===== config.mk =====
export PLATFORM = sky130hd
export DESIGN_NAME = nes_poll_controller
export DESIGN_NICKNAME = d
export VERILOG_FILES = /design/src/rtl/nes_pkg.sv /design/src/rtl/nes_phase_timer.sv /design/src/rtl/nes_poll_controller.sv
export SDC_FILE = /design/constraint.sdc
export NUM_CORES = 1
export LEC_CHECK = 0
export CAP_MARGIN = 20
export CORE_UTILIZATION = 55
export CTS_CLUSTER_DIAMETER = 60
export DETAILED_ROUTE_END_ITERATION = 7
export PLACE_DENSITY_LB_ADDON = 0.12
export SETUP_SLACK_MARGIN = 0.05
export SYNTH_ARGS = -nofsm -noshare
export SYNTH_HDL_FRONTEND = slang
export SYNTH_SLANG_ARGS = --single-unit

===== constraint.sdc =====
create_clock -name clk -period 2.45 [get_ports clk]
set_clock_uncertainty 0.1 [all_clocks]
set_input_delay 0.49 -clock clk [delete_from_list [all_inputs] [get_ports clk]]
set_output_delay 0.49 -clock clk [all_outputs]
set_load 0.005 [all_outputs]

===== src/rtl/nes_pkg.sv =====
// Shared types and constants for the NES pad poll controller.
package nes_pkg;

  typedef enum logic [2:0] {
    ST_IDLE,
    ST_LATCH,
    ST_CLK_HI,
    ST_CLK_LO,
    ST_DONE
  } nes_poll_state_t;

  localparam int NES_NUM_BITS = 8;
  localparam int PHASE_W      = 8;

  localparam int BTN_A      = 0;
  localparam int BTN_B      = 1;
  localparam int BTN_SELECT = 2;
  localparam int BTN_START  = 3;
  localparam int BTN_UP     = 4;
  localparam int BTN_DOWN   = 5;
  localparam int BTN_LEFT   = 6;
  localparam int BTN_RIGHT  = 7;

endpackage


===== src/rtl/nes_phase_timer.sv =====
// Loadable down-counter; 'last' is high while the count sits at zero.
module nes_phase_timer #(
  parameter int W = 8
) (
  input  logic         clk,
  input  logic         reset,
  input  logic         load,
  input  logic [W-1:0] load_val,
  output logic         last
);

  logic [W-1:0] cnt;

  always_ff @(posedge clk) begin
    if (reset)
      cnt <= '0;
    else if (load)
      cnt <= load_val;
    else if (cnt != '0)
      cnt <= cnt - W'(1);
  end

  assign last = (cnt == '0);

endmodule


===== src/rtl/nes_poll_controller.sv =====
// NES pad read sequencer: latch, 7 clock pulses, 8 sampled bits, one valid pulse.
// Optional auto-poll timer enabled by defining NES_POLL_TIMER_EN.
module nes_poll_controller
  import nes_pkg::*;
#(
  parameter int          LATCH_CYCLES = 12,
  parameter int          HALF_CYCLES  = 6,
  parameter logic [15:0] POLL_PERIOD  = 16'd50000
) (
  input  logic                    clk,
  input  logic                    reset,
  input  logic                    poll_req,
  input  logic                    nes_data,
  output logic                    nes_latch,
  output logic                    nes_clk,
  output logic                    busy,
  output logic [NES_NUM_BITS-1:0] buttons,
  output logic                    buttons_valid
);

  if (LATCH_CYCLES < 3 || HALF_CYCLES < 3 || POLL_PERIOD == 16'd0) begin : g_param_check
    $error("nes_poll_controller: LATCH_CYCLES/HALF_CYCLES must be >= 3 and POLL_PERIOD nonzero");
  end

  nes_poll_state_t         state;
  logic                    d_meta;
  logic                    ds;
  logic [2:0]              idx;
  logic [NES_NUM_BITS-1:0] shadow;
  logic                    start;
  logic                    tmr_load;
  logic [PHASE_W-1:0]      tmr_val;
  logic                    tmr_last;

`ifdef NES_POLL_TIMER_EN
  logic [15:0] poll_cnt;
  logic        auto_req;

  // Free-running; a request landing mid-read is simply not seen by the FSM.
  always_ff @(posedge clk) begin
    if (reset) begin
      poll_cnt <= '0;
      auto_req <= 1'b0;
    end else if (poll_cnt == POLL_PERIOD - 16'd1) begin
      poll_cnt <= '0;
      auto_req <= 1'b1;
    end else begin
      poll_cnt <= poll_cnt + 16'd1;
      auto_req <= 1'b0;
    end
  end

  assign start = poll_req | auto_req;
`else
  assign start = poll_req;
`endif

  always_comb begin
    tmr_load = 1'b0;
    tmr_val  = PHASE_W'(HALF_CYCLES - 1);
    case (state)
      ST_IDLE, ST_DONE: begin
        if (start) begin
          tmr_load = 1'b1;
          tmr_val  = PHASE_W'(LATCH_CYCLES - 1);
        end
      end
      ST_LATCH, ST_CLK_HI: tmr_load = tmr_last;
      ST_CLK_LO:           tmr_load = tmr_last && (idx != 3'(BTN_RIGHT));
      default:             tmr_load = 1'b0;
    endcase
  end

  nes_phase_timer #(.W(PHASE_W)) u_phase_timer (
    .clk      (clk),
    .reset    (reset),
    .load     (tmr_load),
    .load_val (tmr_val),
    .last     (tmr_last)
  );

  // DONE doubles as the one-cycle idle gap, so a held request restarts from it.
  always_ff @(posedge clk) begin
    if (reset) begin
      d_meta        <= 1'b0;
      ds            <= 1'b0;
      state         <= ST_IDLE;
      idx           <= '0;
      shadow        <= '0;
      nes_latch     <= 1'b0;
      nes_clk       <= 1'b0;
      busy          <= 1'b0;
      buttons       <= '0;
      buttons_valid <= 1'b0;
    end else begin
      d_meta        <= nes_data;
      ds            <= d_meta;
      buttons_valid <= 1'b0;
      case (state)
        ST_IDLE, ST_DONE: begin
          if (start) begin
            state     <= ST_LATCH;
            nes_latch <= 1'b1;
            busy      <= 1'b1;
          end else begin
            state <= ST_IDLE;
          end
        end
        ST_LATCH: begin
          if (tmr_last) begin
            shadow[BTN_A] <= ~ds;
            idx           <= 3'd1;
            nes_latch     <= 1'b0;
            nes_clk       <= 1'b1;
            state         <= ST_CLK_HI;
          end
        end
        ST_CLK_HI: begin
          if (tmr_last) begin
            nes_clk <= 1'b0;
            state   <= ST_CLK_LO;
          end
        end
        ST_CLK_LO: begin
          if (tmr_last) begin
            shadow[idx] <= ~ds;
            if (idx == 3'(BTN_RIGHT)) begin
              buttons       <= {~ds, shadow[NES_NUM_BITS-2:0]};
              buttons_valid <= 1'b1;
              busy          <= 1'b0;
              state         <= ST_DONE;
            end else begin
              idx     <= idx + 3'd1;
              nes_clk <= 1'b1;
              state   <= ST_CLK_HI;
            end
          end
        end
        default: state <= ST_IDLE;
      endcase
    end
  end

endmodule

## After elaboration in Yosys (flattened, before gate mapping)

Cells that the tools add are included.

| storage, ports and cells | value |
|---|---|
| ROM bits | 0 |
| output and inout port bits | 12 |
| word-level logic and storage cells | 85 |
| memories | 0 |
| memory bits (writable) | 0 |
| bits in registers | 36 |
| input port bits | 4 |
| latch bits | 0 |

| operators by class | value |
|---|---|
| shifts and indexed selects | 0 |
| eq/ne operators | 12 |
| mux-type cells | 33 |
| reduce and logical (&&, ||, !) cells | 21 |
| bitwise gates (word level) | 3 |
| div/mod/pow operators | 0 |
| multiply operators | 0 |
| add/sub/neg operators | 2 |
| $lt $le $gt $ge | 2 |

Operators with widths:

| operator | number |
|---|---|
| 3-bit 2-to-1 mux | 7 |
| 8-bit 2-to-1 mux | 2 |
| 1-bit 2-to-1 mux | 13 |
| 2-bit inequality test, second input constant | 6 |
| 3-bit one-hot mux with 4 select lines | 1 |
| 3-bit AND reduction | 4 |
| 8-bit bitwise mux | 1 |
| 8-bit zero test | 1 |
| 4-bit 2-to-1 mux | 2 |
| 4-bit AND reduction | 2 |
| 2-bit nonzero test | 4 |
| 8-bit nonzero test | 1 |
| 8-bit by 1-bit subtractor with 8-bit output, second input constant | 1 |
| 3-bit by 2-bit == test with 1-bit output, second input constant | 2 |
| 3-bit == test, second input constant | 2 |
| 1-bit one-hot mux with 2 select lines | 3 |
| 1-bit one-hot mux with 3 select lines | 2 |
| 3-bit one-hot mux with 2 select lines | 1 |
| 5-bit AND reduction | 1 |
| 3-bit by 4-bit < comparator with 1-bit output, second input constant | 1 |
| 2-bit OR reduction | 2 |
| 3-bit by 1-bit adder with 3-bit output, second input constant | 1 |
| 1-bit demux with 3-bit select | 1 |
| 3-bit by 1-bit == test with 1-bit output, second input constant | 1 |
| 8 further kinds | 11 |

## Longest topological paths before layout

| depth | value |
|---|---|
| depth after elaboration | 7 |
| mapped depth | 7 |
| gate-level depth less buffers | 6 |

## By module

From an unflattened synthesis, not the netlist that was laid out.

| second synthesis, totals | value |
|---|---|
| cells, all modules | 186 |
| area total of the unflattened synthesis | 1709.1 µm² |

Modules (own cells, without submodules):

| module | area an instance (µm²) | times used | cells an instance | seq. area each (µm²) |
|---|---|---|---|---|
| nes_poll_controller | 1233.7 | 1 | 133 | 540.5 |
| nes_phase_timer | 475.5 | 1 | 53 | 160.2 |

## Worst setup path after synthesis

No wires, ideal clock.

| path | value |
|---|---|
| path kind | register to register |
| start point | reg u_phase_timer.cnt[0] |
| end point | reg buttons[0] |
| required time | 2.222 ns |
| path buffers | 1 |
| arrival time | 1.764 ns |
| library setup time | 0.128 ns |
| stages on the path, launching flop included | 8 |
| period minus slack after synthesis | 1.991 ns |
| slack | 0.459 ns |
| cells stage by stage | dfxtp_1 > inv_1 > ha_1 > or4b_4 > nor4_4 > buf_6 > mux2i_1 > nor2_1 |

| on the way | value |
|---|---|
| longest elaborated chain between the ends | 2 |

Ends and longest elaborated chain:

| what | line | text |
|---|---|---|
| start: declaration | nes_phase_timer.sv:12 | `logic [W-1:0] cnt;` |
| start signal: assignment | nes_phase_timer.sv:18 | `cnt <= load_val;` |
| start signal: assignment | nes_phase_timer.sv:20 | `cnt <= cnt - W'(1);` |
| 8-bit zero test | nes_phase_timer.sv:23 | `assign last = (cnt == '0);` |
| 3-bit AND reduction (no line) | - |  |
| end signal: assignment | nes_poll_controller.sv:128 | `buttons <= {~ds, shadow[NES_NUM_BITS-2:0]};` |
| end: declaration | nes_poll_controller.sv:17 | `output logic [NES_NUM_BITS-1:0] buttons,` |

Every way passes these cells.
A chain may end at the register's enable or synchronous reset.

## Final worst setup path

| path | value |
|---|---|
| start point | reg u_phase_timer.cnt[0] |
| end point | reg shadow[5] |

| on the way | value |
|---|---|
| longest elaborated chain between the ends | 2 |

Ends and longest elaborated chain:

| what | line | text |
|---|---|---|
| 8-bit zero test | nes_phase_timer.sv:23 |  |
| 2-bit AND reduction (no line) | - |  |
| end signal: indexed assignment | nes_poll_controller.sv:111 | `shadow[BTN_A] <= ~ds;` |
| end signal: indexed assignment | nes_poll_controller.sv:126 | `shadow[idx] <= ~ds;` |
| end: declaration | nes_poll_controller.sv:29 | `logic [NES_NUM_BITS-1:0] shadow;` |

Every way passes these cells.

==> qor.log <==
qor: global_routing.grt_antenna_before_repair 0
qor: layout.antenna_cells_inserted 0
qor: yosys.postSynth.topFlopCell sky130_fd_sc_hd__dfxtp_1
qor: global_routing.grt_pass1_wl 5280 µm
qor: clocking.cts.repair.resized 0
qor: layout.layout-drive-gt1-share 10.2%
qor: yosys.synthesis.nets 175
qor: timing.setup_repair_after_global_routing_missed_its_margin false
qor: setup_path.critPathArrivalTime 2.26 ns
qor: route.route.vias.total 1283
qor: setup_path.timing.critical_path.from u_phase_timer.cnt[0]$_SDFFE_PP0P_
qor: layout.nFillCells 209
qor: global_routing.grt_pass1_vias 1136
qor: setup_path.worst_setup_path_endpoint shadow[5]$_SDFFE_PP0P_
qor: timing.slew-limit-headroom 65.3%
qor: route.drt_pass1_iterations 4
qor: die.start_util 60.6%
qor: clocking.clk_pin_slew 0.12 ns
qor: die.placementRows 18
qor: global_routing.global_route_usage_over_all_layers 24.9%
qor: setup_path.setup.worst_path.start_class flip-flop
qor: route.avgRoutedWirePerCell 15.3 µm
qor: die.core_area 2570 µm²
qor: setup_path.worst-r2r-setup-slack 0.34 ns
qor: power_and_ir_drop.total_leakage_power 0.635 nW
qor: outcome.outcome finished clean
qor: placement.globalplace.congestion 0.847
qor: yosys.netlist_area 1560 µm²
qor: clocking.tritoncts built
qor: clocking.hold_buffers 0
qor: clocking.clock_insertion_delay_worst_skew 0.34 ns
qor: route.drtAntennaViolNets 0
qor: timing.setup_viol 0
qor: timing.tightest_slew 0.519 ns
qor: yosys.ys_ff_latch 35
qor: die.floorplan.die.height 55.2 µm
qor: power_and_ir_drop.ir_worst_vdd 1.16 mV
qor: placement.dpl.hpwl 2490 µm
qor: global_routing.maximum_number_of_pins_on_one_net_before_global_route_repair 16
qor: yosys.count_of_unique_library_cells_instantiated_by_yosys 40
qor: timing.finalMaxSlewViolations 0
qor: global_routing.globalRoute.totalOverflow 0
qor: job.timing.max_cap.violations 0
qor: layout.area_growth_syn_to_layout 16.8%
qor: yosys.avgSynthCellArea 9.31 µm²
qor: setup_path.worst-path-max-fanout 5
qor: clocking.numCtsBuffers 5
qor: power_and_ir_drop.totalPowerFinal 2.01 mW
qor: timing.maxClockFrequency 475 MHz
qor: route.routed_via_density 5.94
qor: timing.final.min_clock_period 2.11 ns
qor: clocking.cts_max_path_buffers 2
qor: worst_hold_path.worstHoldPathType reg2reg
qor: clocking.clock_root_cell sky130_fd_sc_hd__clkbuf_4
qor: setup_path.crit-reg2reg-capture shadow[5]$_SDFFE_PP0P_
qor: yosys.synth_warnings 0
qor: timing.timing.setup.tns 0 ns
qor: setup_path.type_of_the_worst_setup_path reg2reg
qor: die.ioPinCount 16
qor: yosys.synth.yosys.seq_area_share 45.1%
qor: setup_path.critical_path_required 2.61 ns
qor: power_and_ir_drop.cellPowerDensity 1110 nW/µm²
qor: layout.utilization 70.8%
qor: clocking.cts_post_setup_buffers_inserted 0
qor: layout.nNetsFinal 193
qor: die.die_area 3040 µm²
qor: layout.post_route_insts_no_fill 216
qor: route.post-route-drc-count 0
qor: placement.numPlacedInstances 208
qor: setup_path.endpoint_kind flip-flop
qor: clocking.cts.sinks 35
qor: timing.final_critical_path_setup_slack 0.343 ns
qor: route.finalWirelength 3300 µm
qor: die.die-width 55.2 µm
qor: timing.period_share 86.0%
qor: setup_path.crit-reg2reg-launch u_phase_timer.cnt[0]$_SDFFE_PP0P_
qor: timing.finalHoldViolations 0
qor: placement.dpl_worst_slack 0.283 ns
qor: clocking.cts_htree_levels 2
qor: yosys.syn-instance-count 167
qor: yosys.synth_edf_count 0
qor: placement.port_buffers 15
qor: setup_path.r2r.worst_path.cells 6
qor: yosys.synth_async_sr_flop_share 0%
qor: route.first_iter_violations 33
cells in the mapped netlist, types with 2 or more instances:
| master | instances | area (µm²) |
|---|---|---|
| sky130_fd_sc_hd__nor3b_1 | 2 | 15.0 |
| sky130_fd_sc_hd__a311oi_1 | 6 | 52.6 |
| sky130_fd_sc_hd__or3_1 | 4 | 25.0 |
| sky130_fd_sc_hd__nor3_1 | 8 | 40.0 |
| sky130_fd_sc_hd__clkbuf_1 | 7 | 26.3 |
| sky130_fd_sc_hd__and3_1 | 2 | 12.5 |
| sky130_fd_sc_hd__xnor2_1 | 4 | 35.0 |
| sky130_fd_sc_hd__o22ai_1 | 2 | 12.5 |
| sky130_fd_sc_hd__a21oi_1 | 12 | 60.1 |
| sky130_fd_sc_hd__dfxtp_1 | 35 | 701 |
| sky130_fd_sc_hd__inv_1 | 6 | 22.5 |
| sky130_fd_sc_hd__nand2b_1 | 3 | 18.8 |
| sky130_fd_sc_hd__nor2b_1 | 4 | 25.0 |
| sky130_fd_sc_hd__a31oi_1 | 5 | 31.3 |
| sky130_fd_sc_hd__nor2_1 | 18 | 67.6 |
| sky130_fd_sc_hd__mux2i_1 | 7 | 70.1 |
| sky130_fd_sc_hd__nor4_4 | 2 | 42.5 |
| sky130_fd_sc_hd__nor4_1 | 4 | 25.0 |
| sky130_fd_sc_hd__nand2_1 | 8 | 30.0 |
| sky130_fd_sc_hd__nand3_1 | 4 | 20.0 |
| sky130_fd_sc_hd__ha_1 | 4 | 50.1 |
| sky130_fd_sc_hd__o32ai_1 | 2 | 17.5 |
cell families after synthesis:
| group | after synthesis | synth area share [%] |
|---|---|---|
| compound gates | 35 | 15.5 |
| flops | 35 | 45.1 |
| fa+ha+maj | 4 | 3.22 |
| buf+inv | 14 | 3.86 |
| xor+xnor | 5 | 2.82 |
| simple gates | 67 | 25.0 |
| mux | 7 | 4.51 |
state kept, by name, summed over array words and instances, names as in the netlist, 3 cells and up:
register,count
buttons,8
shadow,7
state,3
idx,3
u_phase_timer.cnt,8
report_power, final:
group / switching (mW) / internal, mW
Sequential: 0.137 / 0.665
Clock: 0.205 / 0.215
Combinational: 0.450 / 0.341
Total: 0.791 / 1.22
placed cells by master (no fill, tap or decap), drive strengths merged, types with 5 or more instances in the layout:
cell,instances
clkdlybuf4s50,15
clkbuf,5
mux2i,7
a21oi,12
a31oi,5
nor4,6
nand2,8
nor3,9
inv,6
a311oi,6
nor2,19
dfxtp,35
metrics by stage:
stage | hold WS [ns] | instance area (µm²)
6_report | 0.355 | 1820
5_1_grt | 0.388 | 1820
4_1_cts | 0.357 | 1820
3_5_place_dp | 0.332 | 1740
3_3_place_gp | 0.317 | 1740
2_1_floorplan | 0.314 | 1560
critical path, stage by stage (launching register included):
cell and delay [ns]:
sky130_fd_sc_hd__dfxtp_1 0.35, sky130_fd_sc_hd__inv_1 0.08, sky130_fd_sc_hd__ha_1 0.15, sky130_fd_sc_hd__or4b_4 0.52
sky130_fd_sc_hd__nor3_2 0.42, sky130_fd_sc_hd__a31oi_1 0.16, sky130_fd_sc_hd__a311oi_1 0.25
area by class of cell:
class	count	area (µm²)	share of cell area [%]
clock buffers	5	37.5	2.07
well taps	30	37.5	2.07
multi-input cells	118	795	43.7
flip-flops and latches	35	701	38.6
repair buffers	19	180	9.92
inverters	6	22.5	1.24
clock inverters	3	43.8	2.41
layer usage:
layer	track usage (%)	vias to the layer above	share of wire (%)
met4	11.7	0	1.8
met3	6.01	9	5.7
li1	-	646	-
met1	34.3	590	47
met5	0	-	0
met2	36.3	38	45
worst min-delay path by stage:
stage | from | to | slack [ns] | depth (start not counted)
after CTS | d_meta$_SDFF_PP0_ | ds$_SDFF_PP0_ | 0.36 | 1
after global routing | d_meta$_SDFF_PP0_ | ds$_SDFF_PP0_ | 0.39 | 1
after global placement | d_meta$_SDFF_PP0_ | ds$_SDFF_PP0_ | 0.32 | 1
after floorplan | d_meta$_SDFF_PP0_ | ds$_SDFF_PP0_ | 0.31 | 1
final | d_meta$_SDFF_PP0_ | ds$_SDFF_PP0_ | 0.36 | 1
after detailed placement | d_meta$_SDFF_PP0_ | ds$_SDFF_PP0_ | 0.33 | 1
(Power assumes the default switching activity.)
